--- src/rtl/rat_reduce_pkg.sv ---
// Shared types and constants for the rational datapath (rat_reduce and the multiplier).
// Holds the reducer state encoding and the k-counter width helper.
package rat_pkg;

  localparam int RAT_WIDTH = 32;

  typedef enum logic [1:0] {
    IDLE = 2'd0,
    GCD  = 2'd1,
    DIV  = 2'd2,
    DONE = 2'd3
  } rat_state_e;

  // Width of a counter that must reach w (k counts common factors of two).
  function automatic int k_width(input int w);
    return $clog2(w + 1);
  endfunction

  localparam int K_W = k_width(RAT_WIDTH);

endpackage

--- src/rtl/rat_reduce_if.sv ---
// Valid/ready request and response bundle for rat_reduce.
// master drives operands and accepts results; slave is the reducer itself.
interface rat_reduce_if
  import rat_pkg::*;
#(
  parameter int WIDTH = RAT_WIDTH
);

  logic             in_valid;
  logic             in_ready;
  logic [WIDTH-1:0] in_num;
  logic [WIDTH-1:0] in_den;
  logic             out_valid;
  logic             out_ready;
  logic [WIDTH-1:0] out_num;
  logic [WIDTH-1:0] out_den;
  logic             out_div0;

  modport master (
    output in_valid, in_num, in_den, out_ready,
    input  in_ready, out_valid, out_num, out_den, out_div0
  );

  modport slave (
    input  in_valid, in_num, in_den, out_ready,
    output in_ready, out_valid, out_num, out_den, out_div0
  );

endinterface

--- src/rtl/rat_reduce_divu.sv ---
// rat_divu: unsigned restoring divider, one quotient bit per cycle, WIDTH cycles per divide.
// done is high in the cycle whose edge completes the last step; quotient is valid in that cycle.
module rat_divu #(
  parameter int WIDTH = 32
) (
  input  logic             clk,
  input  logic             rst_n,
  input  logic             start,
  input  logic [WIDTH-1:0] dividend,
  input  logic [WIDTH-1:0] divisor,
  output logic [WIDTH-1:0] quotient,
  output logic             done
);

  localparam int CW = $clog2(WIDTH + 1);

  logic [WIDTH-1:0] rem_r;
  logic [WIDTH-1:0] quo_r;
  logic [WIDTH-1:0] dvs_r;
  logic [CW-1:0]    cnt_r;
  logic             busy_r;
  logic [WIDTH-1:0] rem_s;
  logic [WIDTH-1:0] quo_s;

  // Shift one dividend bit into the partial remainder; subtract if it fits.
  function automatic logic [2*WIDTH-1:0] divu_step(input logic [WIDTH-1:0] rem,
                                                   input logic [WIDTH-1:0] quo,
                                                   input logic [WIDTH-1:0] dvs);
    logic [WIDTH:0] sh;
    logic [WIDTH:0] diff;
    sh   = {rem, quo[WIDTH-1]};
    diff = sh - {1'b0, dvs};
    if (sh >= {1'b0, dvs}) begin
      return {diff[WIDTH-1:0], quo[WIDTH-2:0], 1'b1};
    end else begin
      return {sh[WIDTH-1:0], quo[WIDTH-2:0], 1'b0};
    end
  endfunction

  // Next remainder/quotient pair from the current iteration state.
  always_comb begin
    {rem_s, quo_s} = divu_step(rem_r, quo_r, dvs_r);
  end

  assign quotient = quo_s;
  assign done     = busy_r && (cnt_r == CW'(1));

  // Iteration registers: load on start, then step until the count runs out.
  always_ff @(posedge clk or negedge rst_n) begin
    if (!rst_n) begin
      rem_r  <= '0;
      quo_r  <= '0;
      dvs_r  <= '0;
      cnt_r  <= '0;
      busy_r <= 1'b0;
    end else if (start) begin
      rem_r  <= '0;
      quo_r  <= dividend;
      dvs_r  <= divisor;
      cnt_r  <= CW'(WIDTH);
      busy_r <= 1'b1;
    end else if (busy_r) begin
      rem_r  <= rem_s;
      quo_r  <= quo_s;
      cnt_r  <= cnt_r - CW'(1);
      busy_r <= (cnt_r != CW'(1));
    end else begin
      busy_r <= 1'b0;
    end
  end

endmodule

--- src/rtl/rat_reduce.sv ---
// rat_reduce: reduces num/den to lowest terms via Stein GCD followed by two restoring dividers.
// Optional macro RAT_REDUCE_FASTPATH_EN skips the divide phase when the GCD is 1.
module rat_reduce
  import rat_pkg::*;
#(
  parameter int WIDTH = RAT_WIDTH
) (
  input logic         clk,
  input logic         rst_n,
  rat_reduce_if.slave bus
);

  localparam int KW = k_width(WIDTH);

  rat_state_e       state_r, state_s;
  logic [WIDTH-1:0] a_r, a_s;
  logic [WIDTH-1:0] b_r, b_s;
  logic [KW-1:0]    k_r, k_s;
  logic [WIDTH-1:0] n_q_r, n_q_s;
  logic [WIDTH-1:0] d_q_r, d_q_s;
  logic [WIDTH-1:0] out_num_r, out_num_s;
  logic [WIDTH-1:0] out_den_r, out_den_s;
  logic             out_div0_r, out_div0_s;
  logic             out_valid_r, out_valid_s;
  logic [WIDTH-1:0] g_s;
  logic             div_start_s;
  logic [WIDTH-1:0] num_quo_s, den_quo_s;
  logic             num_done_s, den_done_s;

  rat_divu #(.WIDTH(WIDTH)) u_div_num (
    .clk      (clk),
    .rst_n    (rst_n),
    .start    (div_start_s),
    .dividend (n_q_r),
    .divisor  (g_s),
    .quotient (num_quo_s),
    .done     (num_done_s)
  );

  rat_divu #(.WIDTH(WIDTH)) u_div_den (
    .clk      (clk),
    .rst_n    (rst_n),
    .start    (div_start_s),
    .dividend (d_q_r),
    .divisor  (g_s),
    .quotient (den_quo_s),
    .done     (den_done_s)
  );

  // Next-state and datapath update for the accept / GCD / divide / present sequence.
  always_comb begin
    state_s     = state_r;
    a_s         = a_r;
    b_s         = b_r;
    k_s         = k_r;
    n_q_s       = n_q_r;
    d_q_s       = d_q_r;
    out_num_s   = out_num_r;
    out_den_s   = out_den_r;
    out_div0_s  = out_div0_r;
    out_valid_s = out_valid_r;
    div_start_s = 1'b0;
    g_s         = a_r << k_r;
    case (state_r)
      IDLE: begin
        if (bus.in_valid) begin
          n_q_s = bus.in_num;
          d_q_s = bus.in_den;
          a_s   = bus.in_num;
          b_s   = bus.in_den;
          k_s   = '0;
          if (bus.in_den == '0) begin
            out_num_s   = bus.in_num;
            out_den_s   = '0;
            out_div0_s  = 1'b1;
            out_valid_s = 1'b1;
            state_s     = DONE;
          end else if (bus.in_num == '0) begin
            out_num_s   = '0;
            out_den_s   = WIDTH'(1);
            out_div0_s  = 1'b0;
            out_valid_s = 1'b1;
            state_s     = DONE;
          end else begin
            out_div0_s = 1'b0;
            state_s    = GCD;
          end
        end else begin
          state_s = IDLE;
        end
      end
      GCD: begin
        if (a_r == b_r) begin
`ifdef RAT_REDUCE_FASTPATH_EN
          if (g_s == WIDTH'(1)) begin
            out_num_s   = n_q_r;
            out_den_s   = d_q_r;
            out_valid_s = 1'b1;
            state_s     = DONE;
          end else begin
            div_start_s = 1'b1;
            state_s     = DIV;
          end
`else
          div_start_s = 1'b1;
          state_s     = DIV;
`endif
        end else if (!a_r[0] && !b_r[0]) begin
          a_s = a_r >> 1;
          b_s = b_r >> 1;
          k_s = k_r + KW'(1);
        end else if (!a_r[0]) begin
          a_s = a_r >> 1;
        end else if (!b_r[0]) begin
          b_s = b_r >> 1;
        end else if (a_r > b_r) begin
          a_s = a_r - b_r;
        end else begin
          b_s = b_r - a_r;
        end
      end
      DIV: begin
        // Both dividers start together and finish on the same edge.
        if (num_done_s && den_done_s) begin
          out_num_s   = num_quo_s;
          out_den_s   = den_quo_s;
          out_valid_s = 1'b1;
          state_s     = DONE;
        end else begin
          state_s = DIV;
        end
      end
      DONE: begin
        if (bus.out_ready) begin
          out_valid_s = 1'b0;
          state_s     = IDLE;
        end else begin
          state_s = DONE;
        end
      end
      default: begin
        state_s     = IDLE;
        out_valid_s = 1'b0;
      end
    endcase
  end

  // State and datapath registers; reset aborts any operation in flight.
  always_ff @(posedge clk or negedge rst_n) begin
    if (!rst_n) begin
      state_r     <= IDLE;
      a_r         <= '0;
      b_r         <= '0;
      k_r         <= '0;
      n_q_r       <= '0;
      d_q_r       <= '0;
      out_num_r   <= '0;
      out_den_r   <= '0;
      out_div0_r  <= 1'b0;
      out_valid_r <= 1'b0;
    end else begin
      state_r     <= state_s;
      a_r         <= a_s;
      b_r         <= b_s;
      k_r         <= k_s;
      n_q_r       <= n_q_s;
      d_q_r       <= d_q_s;
      out_num_r   <= out_num_s;
      out_den_r   <= out_den_s;
      out_div0_r  <= out_div0_s;
      out_valid_r <= out_valid_s;
    end
  end

  assign bus.in_ready  = (state_r == IDLE);
  assign bus.out_valid = out_valid_r;
  assign bus.out_num   = out_num_r;
  assign bus.out_den   = out_den_r;
  assign bus.out_div0  = out_div0_r;

endmodule
--- src/flat_wrapper.sv ---
// flat-port wrapper written by rule: the top's interface ports become plain ports
module rat_reduce_flat import rat_pkg::*;
#(
  parameter int WIDTH = RAT_WIDTH
)
  (clk, rst_n, bus_in_valid, bus_in_num, bus_in_den, bus_out_ready, bus_in_ready, bus_out_valid, bus_out_num, bus_out_den, bus_out_div0);
  rat_reduce_if #(.WIDTH(WIDTH)) bus_i ();
  input logic clk;
  input logic rst_n;
  input wire logic [$bits(bus_i.in_valid)-1:0] bus_in_valid;
  input wire logic [$bits(bus_i.in_num)-1:0] bus_in_num;
  input wire logic [$bits(bus_i.in_den)-1:0] bus_in_den;
  input wire logic [$bits(bus_i.out_ready)-1:0] bus_out_ready;
  output wire logic [$bits(bus_i.in_ready)-1:0] bus_in_ready;
  output wire logic [$bits(bus_i.out_valid)-1:0] bus_out_valid;
  output wire logic [$bits(bus_i.out_num)-1:0] bus_out_num;
  output wire logic [$bits(bus_i.out_den)-1:0] bus_out_den;
  output wire logic [$bits(bus_i.out_div0)-1:0] bus_out_div0;
  assign bus_i.in_valid = bus_in_valid;
  assign bus_i.in_num = bus_in_num;
  assign bus_i.in_den = bus_in_den;
  assign bus_i.out_ready = bus_out_ready;
  assign bus_in_ready = bus_i.in_ready;
  assign bus_out_valid = bus_i.out_valid;
  assign bus_out_num = bus_i.out_num;
  assign bus_out_den = bus_i.out_den;
  assign bus_out_div0 = bus_i.out_div0;
  rat_reduce #(.WIDTH(WIDTH)) u_core (.clk(clk), .rst_n(rst_n), .bus(bus_i));
endmodule
--- config.mk ---
export PLATFORM = sky130hd
export DESIGN_NAME = rat_reduce_flat
export DESIGN_NICKNAME = d
export VERILOG_FILES = /design/src/rtl/rat_reduce_pkg.sv /design/src/rtl/rat_reduce_if.sv /design/src/rtl/rat_reduce_divu.sv /design/src/rtl/rat_reduce.sv /design/src/flat_wrapper.sv
export SDC_FILE = /design/constraint.sdc
export NUM_CORES = 1
export LEC_CHECK = 0
export ABC_AREA = 1
export CORE_ASPECT_RATIO = 1.4
export CORE_MARGIN = 4
export CORE_UTILIZATION = 52
export DETAILED_ROUTE_END_ITERATION = 10
export GPL_ROUTABILITY_DRIVEN = 0
export HOLD_SLACK_MARGIN = 0.06
export PLACE_DENSITY = 0.67
export SLEW_MARGIN = 40
export SYNTH_ARGS = -nofsm -noshare
export SYNTH_HDL_FRONTEND = slang
export SYNTH_SLANG_ARGS = --single-unit
export TNS_END_PERCENT = 1
--- constraint.sdc ---
create_clock -name clk -period 8.5 [get_ports clk]
set_clock_uncertainty 0.15 [all_clocks]
set_input_delay 0.85 -clock clk [delete_from_list [all_inputs] [get_ports clk]]
set_output_delay 0.85 -clock clk [all_outputs]
set_load 0.1 [all_outputs]
* Word level (Yosys, flattened, before mapping)
Index checks and enable logic that the tools add are counted.
** Word-level totals
- Flip-flop bits (word level) :: 376
- Latch bits :: 0
- RAM bits :: 0
- Memory bits (read-only) :: 0
- Input bits :: 68
- Output and inout port bits :: 67
- Word-level logic and storage cells :: 135
- Memories kept :: 0
** Cells by class
- Add/sub/neg operators :: 7
- $mul :: 0
- Div/mod/pow operators :: 0
- Magnitude comparators :: 3
- Eq/ne operators :: 19
- Shift-type cells :: 1
- Multiplexer cells :: 62
- Bitwise gates (word level) :: 0
- Reductions and logical operators :: 22
** Operators by type and width (number)
- two-way mux 32 bit :: 28
- case mux 32 bit (2 select lines) :: 4
- two-way mux 64 bit :: 2
- subtractor 32 bit :: 4
- >= comparator 33 x 32 -> 1 bit :: 2
- logical NOT 32 bit :: 2
- two-way mux 6 bit :: 7
- equality test 32 bit :: 1
- greater-than comparator 32 bit :: 1
- left shift 32 x 6 -> 32 bit :: 1
- AND reduction 5 bit :: 3
- two-way mux 1 bit :: 13
- equality test 6 x 1 -> 1 bit (second input constant) :: 2
- != test 4 bit (second input constant) :: 3
- != test 6 x 1 -> 1 bit (second input constant) :: 2
- case mux 6 bit (2 select lines) :: 1
- AND reduction 4 bit :: 3
- subtractor 6 x 1 -> 6 bit (second input constant) :: 2
- two-way mux 2 bit :: 5
- case mux 2 bit (4 select lines) :: 1
- nonzero test 2 bit :: 4
- adder 6 x 1 -> 6 bit (second input constant) :: 1
- != test 2 x 1 -> 1 bit (second input constant) :: 3
- != test 2 bit (second input constant) :: 3
- other kinds (10) :: 16

* Longest topological paths before layout
- Depth in word-level cells :: 7
- Mapped depth :: 20
- Gate-level depth less buffers :: 19

* By module
From an unflattened synthesis, not the netlist that was laid out.
** Unflattened totals
- Cell total of the unflattened synthesis :: 4472
- Area, all modules :: 29892.4 um^2
** Modules (own cells, without submodules)
- rat_reduce :: instances 1, cells an instance 2269, area an instance 15075.7 um^2, seq. area each 5054.8 um^2
- rat_divu at u_core.u_div_num :: instances 1, cells an instance 1120, area an instance 7504.7 um^2, seq. area each 2577.5 um^2
- rat_divu at u_core.u_div_den :: instances 1, cells an instance 1083, area an instance 7312.0 um^2, seq. area each 2577.5 um^2

* Worst setup path before layout
No wires, ideal clock.
- Path kind :: reg-to-reg
- Start point :: register u_core.state_r[1]
- End point :: register u_core.b_r[20]
- Library setup time :: 0.118 ns
- Data arrival time :: 2.978 ns
- Required time :: 8.232 ns
- Slack :: 5.254 ns
- Cell stages (with the launch flop) :: 11
- Buffers on the path :: 2
- Clock period less this slack :: 3.246 ns
- Cells stage by stage :: dfrtp_1 -> nor2_1 -> nand2_1 -> inv_1 -> o21ai_4 -> inv_2 -> nand3_4 -> inv_2 -> buf_6 -> buf_6 -> o21ai_2
** Between the ends
- Word-level cells in the longest chain between the ends :: 3
- Elaborated cells on any way between the ends :: 9
- Those cells by class :: eq/ne (5); mux (1); reduce/logical (3)
** RTL lines
- start, declared :: RTL line rat_reduce.sv:15 : rat_state_e state_r, state_s;
- start signal, assigned :: RTL line rat_reduce.sv:162 : state_r <= state_s;
- logical NOT 2 bit *
- net bus_in_ready :: RTL line flat_wrapper.sv:14 : output wire logic [$bits(bus_i.in_ready)-1:0] bus_in_ready;
- != test 2 bit (no source line) or nonzero test 2 bit (tied branches)
- AND reduction 5 bit (no source line)
- end signal, assigned :: RTL line rat_reduce.sv:164 : b_r <= b_s;
- end, declared :: RTL line rat_reduce.sv:17 : logic [WIDTH-1:0] b_r, b_s;
Mark *: on every way through the listed nets, which the timed path passes. The rest lies on a longest branch.
A chain may end at the register's enable or synchronous reset.

* Worst setup path in the final report
- Start point :: register u_core.a_r[0]
- End point :: register u_core.a_r[7]
** Between the ends
- Word-level cells in the longest chain between the ends :: 7
- Elaborated cells on any way between the ends :: 15
- Those cells by class :: add/sub (1); order compare (1); eq/ne (4); mux (6); reduce/logical (3)
** RTL lines
- start, declared :: RTL line rat_reduce.sv:16 : logic [WIDTH-1:0] a_r, a_s;
- start signal, assigned :: RTL line rat_reduce.sv:163 : a_r <= a_s;
- subtractor 32 bit :: RTL line rat_reduce.sv:117 : a_s = a_r - b_r;
- two-way mux 32 bit :: RTL line rat_reduce.sv:116 : end else if (a_r > b_r) begin
- two-way mux 32 bit :: RTL line rat_reduce.sv:114 : end else if (!b_r[0]) begin
- two-way mux 32 bit :: RTL line rat_reduce.sv:112 : end else if (!a_r[0]) begin
- two-way mux 32 bit :: RTL line rat_reduce.sv:108 : end else if (!a_r[0] && !b_r[0]) begin
- two-way mux 32 bit :: RTL line rat_reduce.sv:93 : if (a_r == b_r) begin
- case mux 32 bit (2 select lines) :: RTL line rat_reduce.sv:64 : case (state_r)
Several ways; a longest one is shown, not always the timed one. The select of a mux whose other input is x is not followed.

==> metrics.yaml <==
status: "finished clean"
hold_class: "in -> async"
hold_ws_ns: 0.155
cp-start-kind: "flop"
synthesis.nets: 4169
critPathMaxStageDelay_ns: 0.67
placed_area_mm2: 0.0283
cts_made_buffers: 41
setup_violations: 0
hold_violations: 0
arrival_ns: 4.51
cts_root_buf: "clkbuf_16"
ys.flop_type: "dfrtp_1"
wl_per_cell_um: 19.7
drc: 0
pin_count: 135
drv_slew: 0
cts_buffer_depth: 3
grt_usage: 0.323
criticalPathCategory: "reg -> reg"
drive_above_1_share: 0.0598
cap_viol_max_count: 0
grt_pass1_vias: 25300
syn_inst: 3963
dieArea_mm2: 0.0555
cts_tree: "done"
cts_resized: 0
crit_buf_inv: 3
rr_worst_depth: 18
nNetsFinal: 4206
firstDrtPassIters: 6
syn_to_final_growth_pct: 10.3
via_count: 26400
grt_overflow: 0
hold_buffers: 0
crit_chain: "inv_1 > ha_1 > inv_1 > fa_1 > nand3_1 > nand3_1 > nand2_1 > nand2_1 > nand2_1 > nand2_1 > nand2_1 > nand2_2 > nand2_2 > nand3_1 > nand3_2 > inv_2 > nand3_1 > nand2_1"
synth_seq_area_share: 0.350
asyncSetResetFlopFracSynth: 1.00
die_h_um: 277
synthTopCellsByArea: "dfrtp_1, nand2_1, inv_1"
die_w_um: 200
yosys_register_bits: 376
timing.final.crit_share: 0.489
rsz0062_at_grt: "no"
power_mw: 3.76
worstPathMaxFanout: 40
path_clk_slew_ns: 0.07
syn_area_mm2: 0.0269
yosysMostFrequentCell: "nand2_1"
synth_edf_count: 0
critPathTopFamily: "simple AND/OR/NAND/NOR gates"
syn_avg_cell_area_um2: 6.79
slew_headroom: 0.400
antenna_cells: 0
drt-total-wl_um: 92100
p_leak_nw: 15.7
antenna_found_initial: 0
critPathCaptureType: "flop"
grt_pass1_wl_um: 143000
clock_latency_ns: 0.57
io_buffers: 134
layout.cell_area.non_filler_mm2: 0.0297
cp.required_ns: 8.85
fin_util: 0.580
layout_min_cycle_time_ns: 4.16
tns_ns: 0
grt_max_degree: 100
power.density_mw_per_mm2: 127
synth.top_cells.by_count: "nand2_1, inv_1, dfrtp_1, o21ai_0, nand3_1"
ir_drop_mv: 0.156
yosysUniqueCellTypes: 53
yosysTopAreaCell: "dfrtp_1"
drt_iter0_drc: 1890
h-tree-depth: 2
clock_sinks: 376
initial_core_util: 0.526
path_common_cell: "nand2_1"
max_freq_ghz: 0.241
dp.final_hpwl_um: 70000
cp_num_cells: 18
yosys_warnings: 0
rows: 98
cts_setup_buffers: 0
cp_slowest_cell: "inv_2"
worst_slew_pin_slew_ns: 0.890
ant_nets: 0
fp.coreArea_mm2: 0.0511
synth.top_cell.area_share: 0.350
viasPerCell: 5.64
-- power by group --
group / leakage, nW / internal, mW / switching (mW)
logic: 9.99 / 0.0338 / 0.0668
registers: 5.02 / 1.79 / 0
clock network: 0.683 / 1.11 / 0.768
-- state kept, by name (all words and copies together) (netlist names), 6 cells and up --
| signal | flops |
|---|---|
| u_core.a_r | 32 |
| u_core.u_div_num.cnt_r | 6 |
| u_core.u_div_den.cnt_r | 6 |
| u_core.u_div_num.rem_r | 32 |
| u_core.u_div_num.quo_r | 32 |
| u_core.b_r | 32 |
| u_core.k_r | 6 |
| u_core.n_q_r | 32 |
| u_core.d_q_r | 32 |
| u_core.u_div_den.rem_r | 32 |
| u_core.u_div_den.quo_r | 32 |
| u_core.u_div_num.dvs_r | 32 |
| u_core.bus.out_num | 32 |
| u_core.bus.out_den | 32 |
-- cells by family after synthesis --
kind of cell | count (synthesis) | share of synthesized area
buf+inv | 703 | 0.103
flops | 376 | 0.350
simple gates | 1862 | 0.287
fa+ha+maj | 138 | 0.0653
mux | 7 | 0.00261
compound gates | 807 | 0.169
xor+xnor | 70 | 0.0228
-- per-layer routing --
| layer | vias to the layer above | part of all wire | global-route usage |
|---|---|---|---|
| met5 | - | 0 | 0 |
| met4 | 0 | 0.088 | 0.232 |
| met3 | 274 | 0.047 | 0.0337 |
| met2 | 835 | 0.48 | 0.543 |
| met1 | 12400 | 0.39 | 0.387 |
| li1 | 12900 | - | - |
-- layout by cell type (no fill, tap or decap), drive strengths merged, types with 21 or more instances in the layout --
cell           count
clkbuf            57
nand3            271
nand3b            21
o211ai            24
dfrtp            376
ha               134
xnor2             39
xor2              31
o221ai            46
o22ai             39
nor2             214
inv              540
o21ai            397
clkdlybuf4s50     66
a21oi            248
nand2           1279
nand4             42
buf               91
-- metrics by stage --
step	instances	worst slack [ns]
finish	4678	4.34
global route	4678	3.99
CTS	4678	4.44
detailed placement	4607	4.46
global placement	4604	4.34
floorplan	3963	5.25
-- layout make-up --
cell class	instances	area, µm²
clock buffer	57	1200
timing repair buffer	157	1260
inverter	540	2030
multi-input combinational	2884	14800
tap	650	813
fill	5096	21500
clock inverter	14	191
sequential	376	9410
-- final timing paths --
kind | startpoint | slack, ns | endpoint
max in group asynchronous | rst_n | 6.65 | u_core.u_div_num.quo_r[22]
hold / removal | rst_n | 0.15 | u_core.u_div_den.rem_r[5]
setup reg to reg | u_core.a_r[0] | 4.34 | u_core.a_r[7]
hold reg to reg | u_core.bus.out_num[3] | 0.33 | u_core.bus.out_num[3]
setup / recovery | u_core.a_r[0] | 4.34 | u_core.a_r[7]
min in group clk | u_core.bus.out_num[3] | 0.33 | u_core.bus.out_num[3]
Note: power is estimated with default switching activity, not from simulation.
